File: src/rtl/partition_err_meter_if.sv
// Sample stream from the sweep driver into partition_err_meter.
// One sample transfers on each rising edge where s_valid && s_ready; the driver
// holds s_idx/s_exact/s_approx stable while s_valid is high and s_ready is low.
interface partition_err_meter_if #(
   parameter int IN_W  = 7,
   parameter int OUT_W = 4
);
   logic             s_valid;
   logic             s_ready;
   logic [IN_W-1:0]  s_idx;
   logic [OUT_W-1:0] s_exact;
   logic [OUT_W-1:0] s_approx;

   modport master (output s_valid, s_idx, s_exact, s_approx, input s_ready);
   modport slave  (input s_valid, s_idx, s_exact, s_approx, output s_ready);
endinterface

File: src/rtl/partition_err_meter.sv
// Error-metric collector for an exhaustively swept logic partition.
// Define ERR_METER_MSE_EN to add the squared-error accumulator output sq_sum.
module partition_err_meter #(
   parameter int IN_W  = 7,
   parameter int OUT_W = 4,
   localparam int CNT_W = IN_W + 1,
   localparam int PC_W  = $clog2(OUT_W + 1),
   localparam int HAM_W = IN_W + PC_W,
   localparam int SQ_W  = IN_W + 2 * OUT_W
) (
   input  logic                  clk,
   input  logic                  rst_n,
   input  logic                  start,
   partition_err_meter_if.slave  s,
   output logic                  busy,
   output logic                  done,
   output logic [CNT_W-1:0]      err_cnt,
   output logic [HAM_W-1:0]      ham_sum,
   output logic [OUT_W-1:0]      max_abs,
`ifdef ERR_METER_MSE_EN
   output logic [SQ_W-1:0]       sq_sum,
`endif
   output logic                  seq_err,
   output logic [1:0]            fsm_state
);

   typedef enum logic [1:0] {
      IDLE = 2'd0,
      RUN  = 2'd1,
      DONE = 2'd2
   } state_t;

   localparam logic [CNT_W-1:0] LAST_CNT = CNT_W'((1 << IN_W) - 1);
   localparam logic [CNT_W-1:0] CNT_ONE  = CNT_W'(1);
   localparam logic [IN_W-1:0]  IDX_ONE  = IN_W'(1);

   state_t             state_q;
   state_t             state_d;
   logic [CNT_W-1:0]   cnt_q;
   logic [IN_W-1:0]    exp_idx_q;

   logic               ready;
   logic               hs;
   logic               clear;
   logic               last_hs;
   logic               mismatch;
   logic [OUT_W-1:0]   diff_bits;
   logic [PC_W-1:0]    ham_d;
   logic [OUT_W-1:0]   abs_d;
`ifdef ERR_METER_MSE_EN
   logic [2*OUT_W-1:0] sq_d;
`endif

   function automatic logic [PC_W-1:0] popcount(input logic [OUT_W-1:0] v);
      logic [PC_W-1:0] acc;
      acc = '0;
      for (int k = 0; k < OUT_W; k++) begin
         acc = acc + PC_W'(v[k]);
      end
      return acc;
   endfunction

   always_ff @(posedge clk or negedge rst_n) begin
      if (!rst_n) begin
         state_q <= IDLE;
      end else begin
         state_q <= state_d;
      end
   end

   always_comb begin
      state_d = state_q;
      ready   = 1'b0;
      busy    = 1'b0;
      done    = 1'b0;
      case (state_q)
         IDLE: begin
            if (start) state_d = RUN;
         end
         RUN: begin
            ready = 1'b1;
            busy  = 1'b1;
            if (last_hs) state_d = DONE;
         end
         DONE: begin
            done    = 1'b1;
            state_d = IDLE;
         end
         default: state_d = IDLE;
      endcase
   end

   assign s.s_ready = ready;
   assign fsm_state = state_q;
   assign hs        = s.s_valid && ready;
   assign clear     = (state_q == IDLE) && start;
   // The sweep ends on the handshake that brings the sample count to 2^IN_W.
   assign last_hs   = hs && (cnt_q == LAST_CNT);

   always_comb begin
      mismatch  = (s.s_exact != s.s_approx);
      diff_bits = s.s_exact ^ s.s_approx;
      ham_d     = popcount(diff_bits);
      abs_d     = (s.s_exact >= s.s_approx) ? (s.s_exact - s.s_approx)
                                            : (s.s_approx - s.s_exact);
`ifdef ERR_METER_MSE_EN
      sq_d      = {{OUT_W{1'b0}}, abs_d} * {{OUT_W{1'b0}}, abs_d};
`endif
   end

   // Summary registers double as the outputs, so they hold between sweeps.
   always_ff @(posedge clk or negedge rst_n) begin
      if (!rst_n) begin
         cnt_q     <= '0;
         exp_idx_q <= '0;
         err_cnt   <= '0;
         ham_sum   <= '0;
         max_abs   <= '0;
         seq_err   <= 1'b0;
`ifdef ERR_METER_MSE_EN
         sq_sum    <= '0;
`endif
      end else if (clear) begin
         cnt_q     <= '0;
         exp_idx_q <= '0;
         err_cnt   <= '0;
         ham_sum   <= '0;
         max_abs   <= '0;
         seq_err   <= 1'b0;
`ifdef ERR_METER_MSE_EN
         sq_sum    <= '0;
`endif
      end else if (hs) begin
         cnt_q     <= cnt_q + CNT_ONE;
         exp_idx_q <= exp_idx_q + IDX_ONE;
         err_cnt   <= err_cnt + CNT_W'(mismatch);
         ham_sum   <= ham_sum + HAM_W'(ham_d);
         if (abs_d > max_abs) max_abs <= abs_d;
         if (s.s_idx != exp_idx_q) seq_err <= 1'b1;
`ifdef ERR_METER_MSE_EN
         sq_sum    <= sq_sum + SQ_W'(sq_d);
`endif
      end
   end

endmodule

File: src/flat_wrapper.sv
// flat-port wrapper written by rule: the top's interface ports become plain ports
module partition_err_meter_flat 
#(
   parameter int IN_W  = 7,
   parameter int OUT_W = 4,
   localparam int CNT_W = IN_W + 1,
   localparam int PC_W  = $clog2(OUT_W + 1),
   localparam int HAM_W = IN_W + PC_W,
   localparam int SQ_W  = IN_W + 2 * OUT_W
)
  (clk, rst_n, start, busy, done, err_cnt, ham_sum, max_abs, seq_err, fsm_state, s_s_valid, s_s_idx, s_s_exact, s_s_approx, s_s_ready);
  partition_err_meter_if #(.IN_W(IN_W), .OUT_W(OUT_W)) s_i ();
  input  logic clk;
  input  logic rst_n;
  input  logic start;
  output logic busy;
  output logic done;
  output logic [CNT_W-1:0] err_cnt;
  output logic [HAM_W-1:0] ham_sum;
  output logic [OUT_W-1:0] max_abs;
  output logic seq_err;
  output logic [1:0] fsm_state;
  input wire logic [$bits(s_i.s_valid)-1:0] s_s_valid;
  input wire logic [$bits(s_i.s_idx)-1:0] s_s_idx;
  input wire logic [$bits(s_i.s_exact)-1:0] s_s_exact;
  input wire logic [$bits(s_i.s_approx)-1:0] s_s_approx;
  output wire logic [$bits(s_i.s_ready)-1:0] s_s_ready;
  assign s_i.s_valid = s_s_valid;
  assign s_i.s_idx = s_s_idx;
  assign s_i.s_exact = s_s_exact;
  assign s_i.s_approx = s_s_approx;
  assign s_s_ready = s_i.s_ready;
  partition_err_meter #(.IN_W(IN_W), .OUT_W(OUT_W)) u_core (.clk(clk), .rst_n(rst_n), .start(start), .s(s_i), .busy(busy), .done(done), .err_cnt(err_cnt), .ham_sum(ham_sum), .max_abs(max_abs), .seq_err(seq_err), .fsm_state(fsm_state));
endmodule
File: config.mk
export PLATFORM = sky130hd
export DESIGN_NAME = partition_err_meter_flat
export DESIGN_NICKNAME = d
export VERILOG_FILES = /design/src/rtl/partition_err_meter_if.sv /design/src/rtl/partition_err_meter.sv /design/src/flat_wrapper.sv
export SDC_FILE = /design/constraint.sdc
export NUM_CORES = 1
export LEC_CHECK = 0
export ABC_CLOCK_PERIOD_IN_PS = 2450
export BUFFER_PORTS_ARGS = -buffer_cell sky130_fd_sc_hd__buf_2
export CORE_UTILIZATION = 36
export CTS_BUF_LIST = sky130_fd_sc_hd__clkbuf_8
export DETAILED_ROUTE_END_ITERATION = 6
export PLACE_DENSITY = 0.55
export SYNTH_ARGS = -nofsm -noshare
export SYNTH_HDL_FRONTEND = slang
export SYNTH_SLANG_ARGS = --single-unit
File: constraint.sdc
create_clock -name clk -period 2.45 [get_ports clk]
set_clock_uncertainty 0.2 [all_clocks]
set_input_delay 0.49 -clock clk [delete_from_list [all_inputs] [get_ports clk]]
set_output_delay 0.49 -clock clk [all_outputs]
set_load 0.01 [all_outputs]
# Yosys cells after proc, flatten, opt, wreduce, memory -nomap -nowiden
# Cells that the tools add are included.
# classes
n_addsub,9
n_mul,0
div_mod_pow,0
n_lt_le_gt_ge,2
n_eq_ne,7
shifts,0
n_mux,20
n_bitwise,1
n_reduce_logical,10
# op_table
cell,count
$mux 8,4
$mux 10,2
$mux 4,4
$mux 7,2
$add 10x3->10,1
$add 8x1->8,1
$add 8x1->8 const B,1
$eq 8x7->1 const B,1
$sub 4x4->4,2
$add 7x1->7 const B,1
$ne 7x7->1,1
$add 3x1->3,2
$reduce_and 2->1,3
$reduce_bool 2->1,3
$mux 1,5
$ge 4x4->1,1
$gt 4x4->1,1
$mux 2,2
$ne 4x4->1,1
$pmux 2 s2,1
$xor 4x4->4,1
$logic_and 1x1->1,3
$add 1x1->2,1
$eq 2x1->1 const B,1
4 further kinds,4
# totals
regBits,40
latch_bits,0
mem_bits_rw,0
mem_bits_ro,0
input_bits,19
output_inout_bits,28
elab_cells,56
n_memories,0

# Depth between registers and ports, before layout
# depth
ltp_word,7
ltp_mapped,15
depth_no_buf,15

# Worst setup path before layout
# OpenSTA, ideal clock, no wires.
# synth_timing
kind,input port to flip-flop
startpoint,in s_s_approx[1]
endpoint,reg u_core.ham_sum[5]
setup_time_ps,132
t_arrival_ps,2963
t_required_ps,2118
path_slack_ps,-845
stages,15
n_path_buf,0
cell_sequence,inv_1 -> ha_1 -> inv_1 -> ha_1 -> inv_1 -> fa_1 -> inv_1 -> ha_1 -> ha_1 -> a21o_1 -> a21oi_1 -> nor2_1 -> and3_1 -> xnor2_1 -> nor2_1
# synth_between
elab_chain_len,7
# synth_lines
element,line,rtl
from (decl),flat_wrapper.sv:26,input wire logic [$bits(s_i.s_approx)-1:0] s_s_approx;
$xor 4x4->4,partition_err_meter.sv:102,diff_bits = s.s_exact ^ s.s_approx;
$add 1x1->2,partition_err_meter.sv:58,acc = acc + PC_W'(v[k]);
$add 3x1->3 (2 in series),partition_err_meter.sv:58,
$add 10x3->10,partition_err_meter.sv:137,ham_sum <= ham_sum + HAM_W'(ham_d);
$mux 10,partition_err_meter.sv:133,end else if (hs) begin
$mux 10,partition_err_meter.sv:123,end else if (clear) begin
to (signal assigned),partition_err_meter.sv:137,
to (decl),partition_err_meter.sv:18,"output logic [HAM_W-1:0] ham_sum,"
# No other way between the ends. The select of a mux whose other input is x is not followed.
# A chain may end at the register's enable or synchronous reset.

# Worst setup path after layout
# layout_timing
startpoint,in s_s_exact[0]
endpoint,reg u_core.max_abs[1]
# layout_between
elab_chain_len,5
word_cells_on_any_way,10
cone_classes,add/sub (2); order compare (2); mux (4); reduce/logical (2)
# layout_lines
element,line,rtl
from (decl),flat_wrapper.sv:25,input wire logic [$bits(s_i.s_exact)-1:0] s_s_exact;
$sub 4x4->4 (tied with other cells),partition_err_meter.sv:105,: (s.s_approx - s.s_exact);
$mux 4 (*),partition_err_meter.sv:104,abs_d = (s.s_exact >= s.s_approx) ? (s.s_exact - s.s_approx)
$gt 4x4->1 or $mux 4 (tied branches),partition_err_meter.sv:138,if (abs_d > max_abs) max_abs <= abs_d;
$reduce_bool 2->1 (no source line) or $mux 4 (tied branches),n/a,
$reduce_and 2->1 (no source line) or $mux 4 (tied branches),n/a,
to (signal assigned),partition_err_meter.sv:138,
to (decl),partition_err_meter.sv:19,"output logic [OUT_W-1:0] max_abs,"
# Every way passes the cells marked *; elsewhere a longest branch is shown, timed or not. The select of a mux whose other input is x is not followed.

==> impl_metrics.ini <==
[outcome]
status = complete, but fails checks
violations = design-rule violations, negative setup slack

[floorplanning]
start_util = 0.3766
io_pins = 47
fp.dieW_um = 83.97
die_h_um = 83.97
coreArea_um2 = 6422
rows = 29
die-area_um2 = 7050

[critical_path]
startpoint_type = input port
crit_slowest_cell = fa_2
worstRegToRegCells = 5
crit_cells = 16
r2r-start = u_core.fsm_state[1]$_DFFE_PN0P_
startpoint = s_s_exact[0]
crit_buf_inv = 4
crit_top_cell = ha_4
setup.worst_path.end_class = flip-flop
worstPathCellList = buf_12 -> inv_12 -> ha_4 -> inv_4 -> fa_2 -> a21oi_2 -> o211ai_2 -> mux2_4 -> xnor2_2 -> inv_2 -> ha_4 -> nand3_2 -> o22ai_2 -> o21a_4 -> mux2i_1 -> nor2_1
crit_path_max_incr_delay_ps = 390
required_ps = 2430
worstPathMaxFanout = 6
crit_arrival_ps = 2940
critical_path.top_delay_family = adder cells
path_class = in2reg

[synth]
synth_cells = 235
syn_area_um2 = 2419
syn_area_per_cell_um2 = 10.29
synth_nets = 278
ys_seq_area_frac = 0.4139
synth_cell_types = 41
ys_warn_count = 0
ys_ff_latch = 40

[routing]
ant_nets = 0
first_pass_iters = 6
drc = 8
vias = 1838
post_drt_wl_per_cell_um = 12.75
drt-initial-drc-count = 94
routed_via_density = 4.737
totalWireLength_um = 4946

[sta]
drv_slew = 0
relSlewSlack = 0.6657
rsz0062_at_grt = true
period_needed_ps = 2956
period_share = 1.207
setup_viol = 13
hold_viol_final = 0
worst_slack_ps = -506.0
fmax_ghz = 0.3383
worst_slew_pin_slew_ps = 501.4
tns_ps = -4466

[layout]
drive_above_1_share = 0.4084
synthToLayoutAreaGrowth_pct = 36.73
layout_commonest_cell = buf_2
nets = 353
final_cells = 388
finalCoreUtilization = 0.5149
antenna_cells = 0
final_cell_mix = buf_2, dfrtp_1, nor2_1, buf_4, xor2_1
fillers = 586

[clock_tree]
cts-htree-levels = 2
numCtsBuffers = 5
cts_tree = yes
clock_sinks = 40
clock_path_buffers = 2
cts_root_buf = clkbuf_8
clk_pin_slew_ps = 70
clock_latency_ps = 290

[grt]
track_usage = 0.1527
met2_usage = 0.2295
grt.busiest_layer = met2
first_global_vias = 1807
antenna_found_initial = 0
grtUsageMet1 = 0.2170
grt_pass1_wl_um = 8611
grt_max_degree = 22
grt_overflow_total = 0
use_met3 = 0.04451

[placement]
port_buffers = 46
dp_cells = 375
routabilityCongestion = 0.7366
dp_hpwl_um = 3761
pre_cts_ws_ps = -963.7

[hold_path]
worstHoldPathCells = 2
min-delay-start = u_core.seq_err$_DFFE_PN0P_
hold_path.class = reg2reg

[power_and_ir_drop]
p_per_area_nw_per_um2 = 878.8
power_w = 0.002906
p_leak_nw = 1.598
peakVddDrop_uv = 508.8

[job]
max_cap_violations = 0
-- synth_stat cells, drive strengths merged --
| cell | number | share of area |
|---|---|---|
| o22ai | 1 | 0.0026 |
| nand2b | 1 | 0.0026 |
| nand4 | 9 | 0.026 |
| o211ai | 2 | 0.014 |
| and3b | 1 | 0.0036 |
| nand2 | 13 | 0.021 |
| inv | 22 | 0.034 |
| or3 | 2 | 0.0052 |
| mux2i | 3 | 0.012 |
| fa | 4 | 0.033 |
| and2b | 1 | 0.0031 |
| o21ai | 8 | 0.017 |
| xor2 | 19 | 0.069 |
| a21oi | 9 | 0.019 |
| nor4 | 1 | 0.0026 |
| o21a | 1 | 0.0062 |
| nand3 | 8 | 0.017 |
| mux2 | 2 | 0.0093 |
| o31ai | 1 | 0.0031 |
| and3 | 3 | 0.0078 |
| ha | 20 | 0.10 |
| nor3b | 3 | 0.016 |
| nor2 | 31 | 0.053 |
| a21o | 3 | 0.0093 |
| clkbuf | 2 | 0.0031 |
| xnor2 | 13 | 0.047 |
| buf | 4 | 0.014 |
| a22o | 6 | 0.022 |
| and4 | 1 | 0.0036 |
| a41oi | 1 | 0.0067 |
| dfrtp | 40 | 0.41 |
-- through the flow --
step                      hold WS, ps  instance area, um2
after floorplan                -5.591                2582
after CTS                       287.8                3276
after global placement          264.7                3052
after global routing            327.4                3307
after detailed placement        270.5                3052
final                           281.2                3307
-- state kept, by name, indices dropped and copies added, names as in the netlist --
register	flops
u_core.exp_idx_q	7
u_core.ham_sum	10
u_core.err_cnt	8
u_core.cnt_q	8
u_core.max_abs	4
u_core.seq_err	1
u_core.fsm_state	2
-- where the power goes --
part / internal (W) / switching [W] / total (W)
clock network: 0.000298 / 0.000225 / 0.000523
logic: 0.000688 / 0.000587 / 0.00127
registers: 0.000868 / 0.000240 / 0.00111
total: 0.00185 / 0.00105 / 0.00291
-- tightest hold or removal path: stages, from the launching register on --
cell,delay [ps]
dfrtp_1,340
nand2_1,40
o21ai_0,60
-- path summary, 6_finish.rpt --
path | end | slack [ps]
setup / recovery | u_core.max_abs[1]$_DFFE_PN0P_ | -510
hold / removal | u_core.seq_err$_DFFE_PN0P_ | 280
setup reg to reg | u_core.ham_sum[8]$_DFFE_PN0P_ | 460
hold reg to reg | u_core.seq_err$_DFFE_PN0P_ | 280
max in group asynchronous | u_core.err_cnt[2]$_DFFE_PN0P_ | 1070
min in group asynchronous | u_core.exp_idx_q[5]$_DFFE_PN0P_ | 500
-- final cells by class --
type                    instances  area [um2]  share of cell area
clock inverters                 3       38.79             0.01173
repair buffers                 74       509.2              0.1540
inverters                      22       120.1             0.03632
flip-flops and latches         40        1001              0.3027
clock buffers                   5       68.82             0.02081
multi-input cells             167        1473              0.4453
well taps                      77       96.34             0.02913
-- cell families (layout without fill, tap and decap cells) --
| family | Yosys count | after routing | share of synthesized area |
|---|---|---|---|
| buffers and inverters | 28 | 104 | 0.05173 |
| muxes | 5 | 5 | 0.02173 |
| and+or+nand+nor | 74 | 74 | 0.1614 |
| DFF | 40 | 40 | 0.4139 |
| adders and majority gates | 24 | 24 | 0.1366 |
| AOI/OAI and AO/OA | 32 | 32 | 0.09881 |
| xor gates and xnor gates | 32 | 32 | 0.1159 |
-- metal layers --
| metal | up-vias | wire length, um |
|---|---|---|
| met2 | 40 | 2134 |
| met4 | 0 | 40 |
| li1 | 941 | - |
| met1 | 852 | 2540 |
| met3 | 5 | 230 |
| met5 | - | 0 |
-- timing repair --
item	4_1_cts	5_1_grt
setup endpoints to repair	13	13
pin swaps	27	12
resized for setup	24	6
hold buffers	1	0
endpoints found under the hold margin	19	0
setup buffers	3	3
No activity file was read; power rests on OpenSTA's default activity.
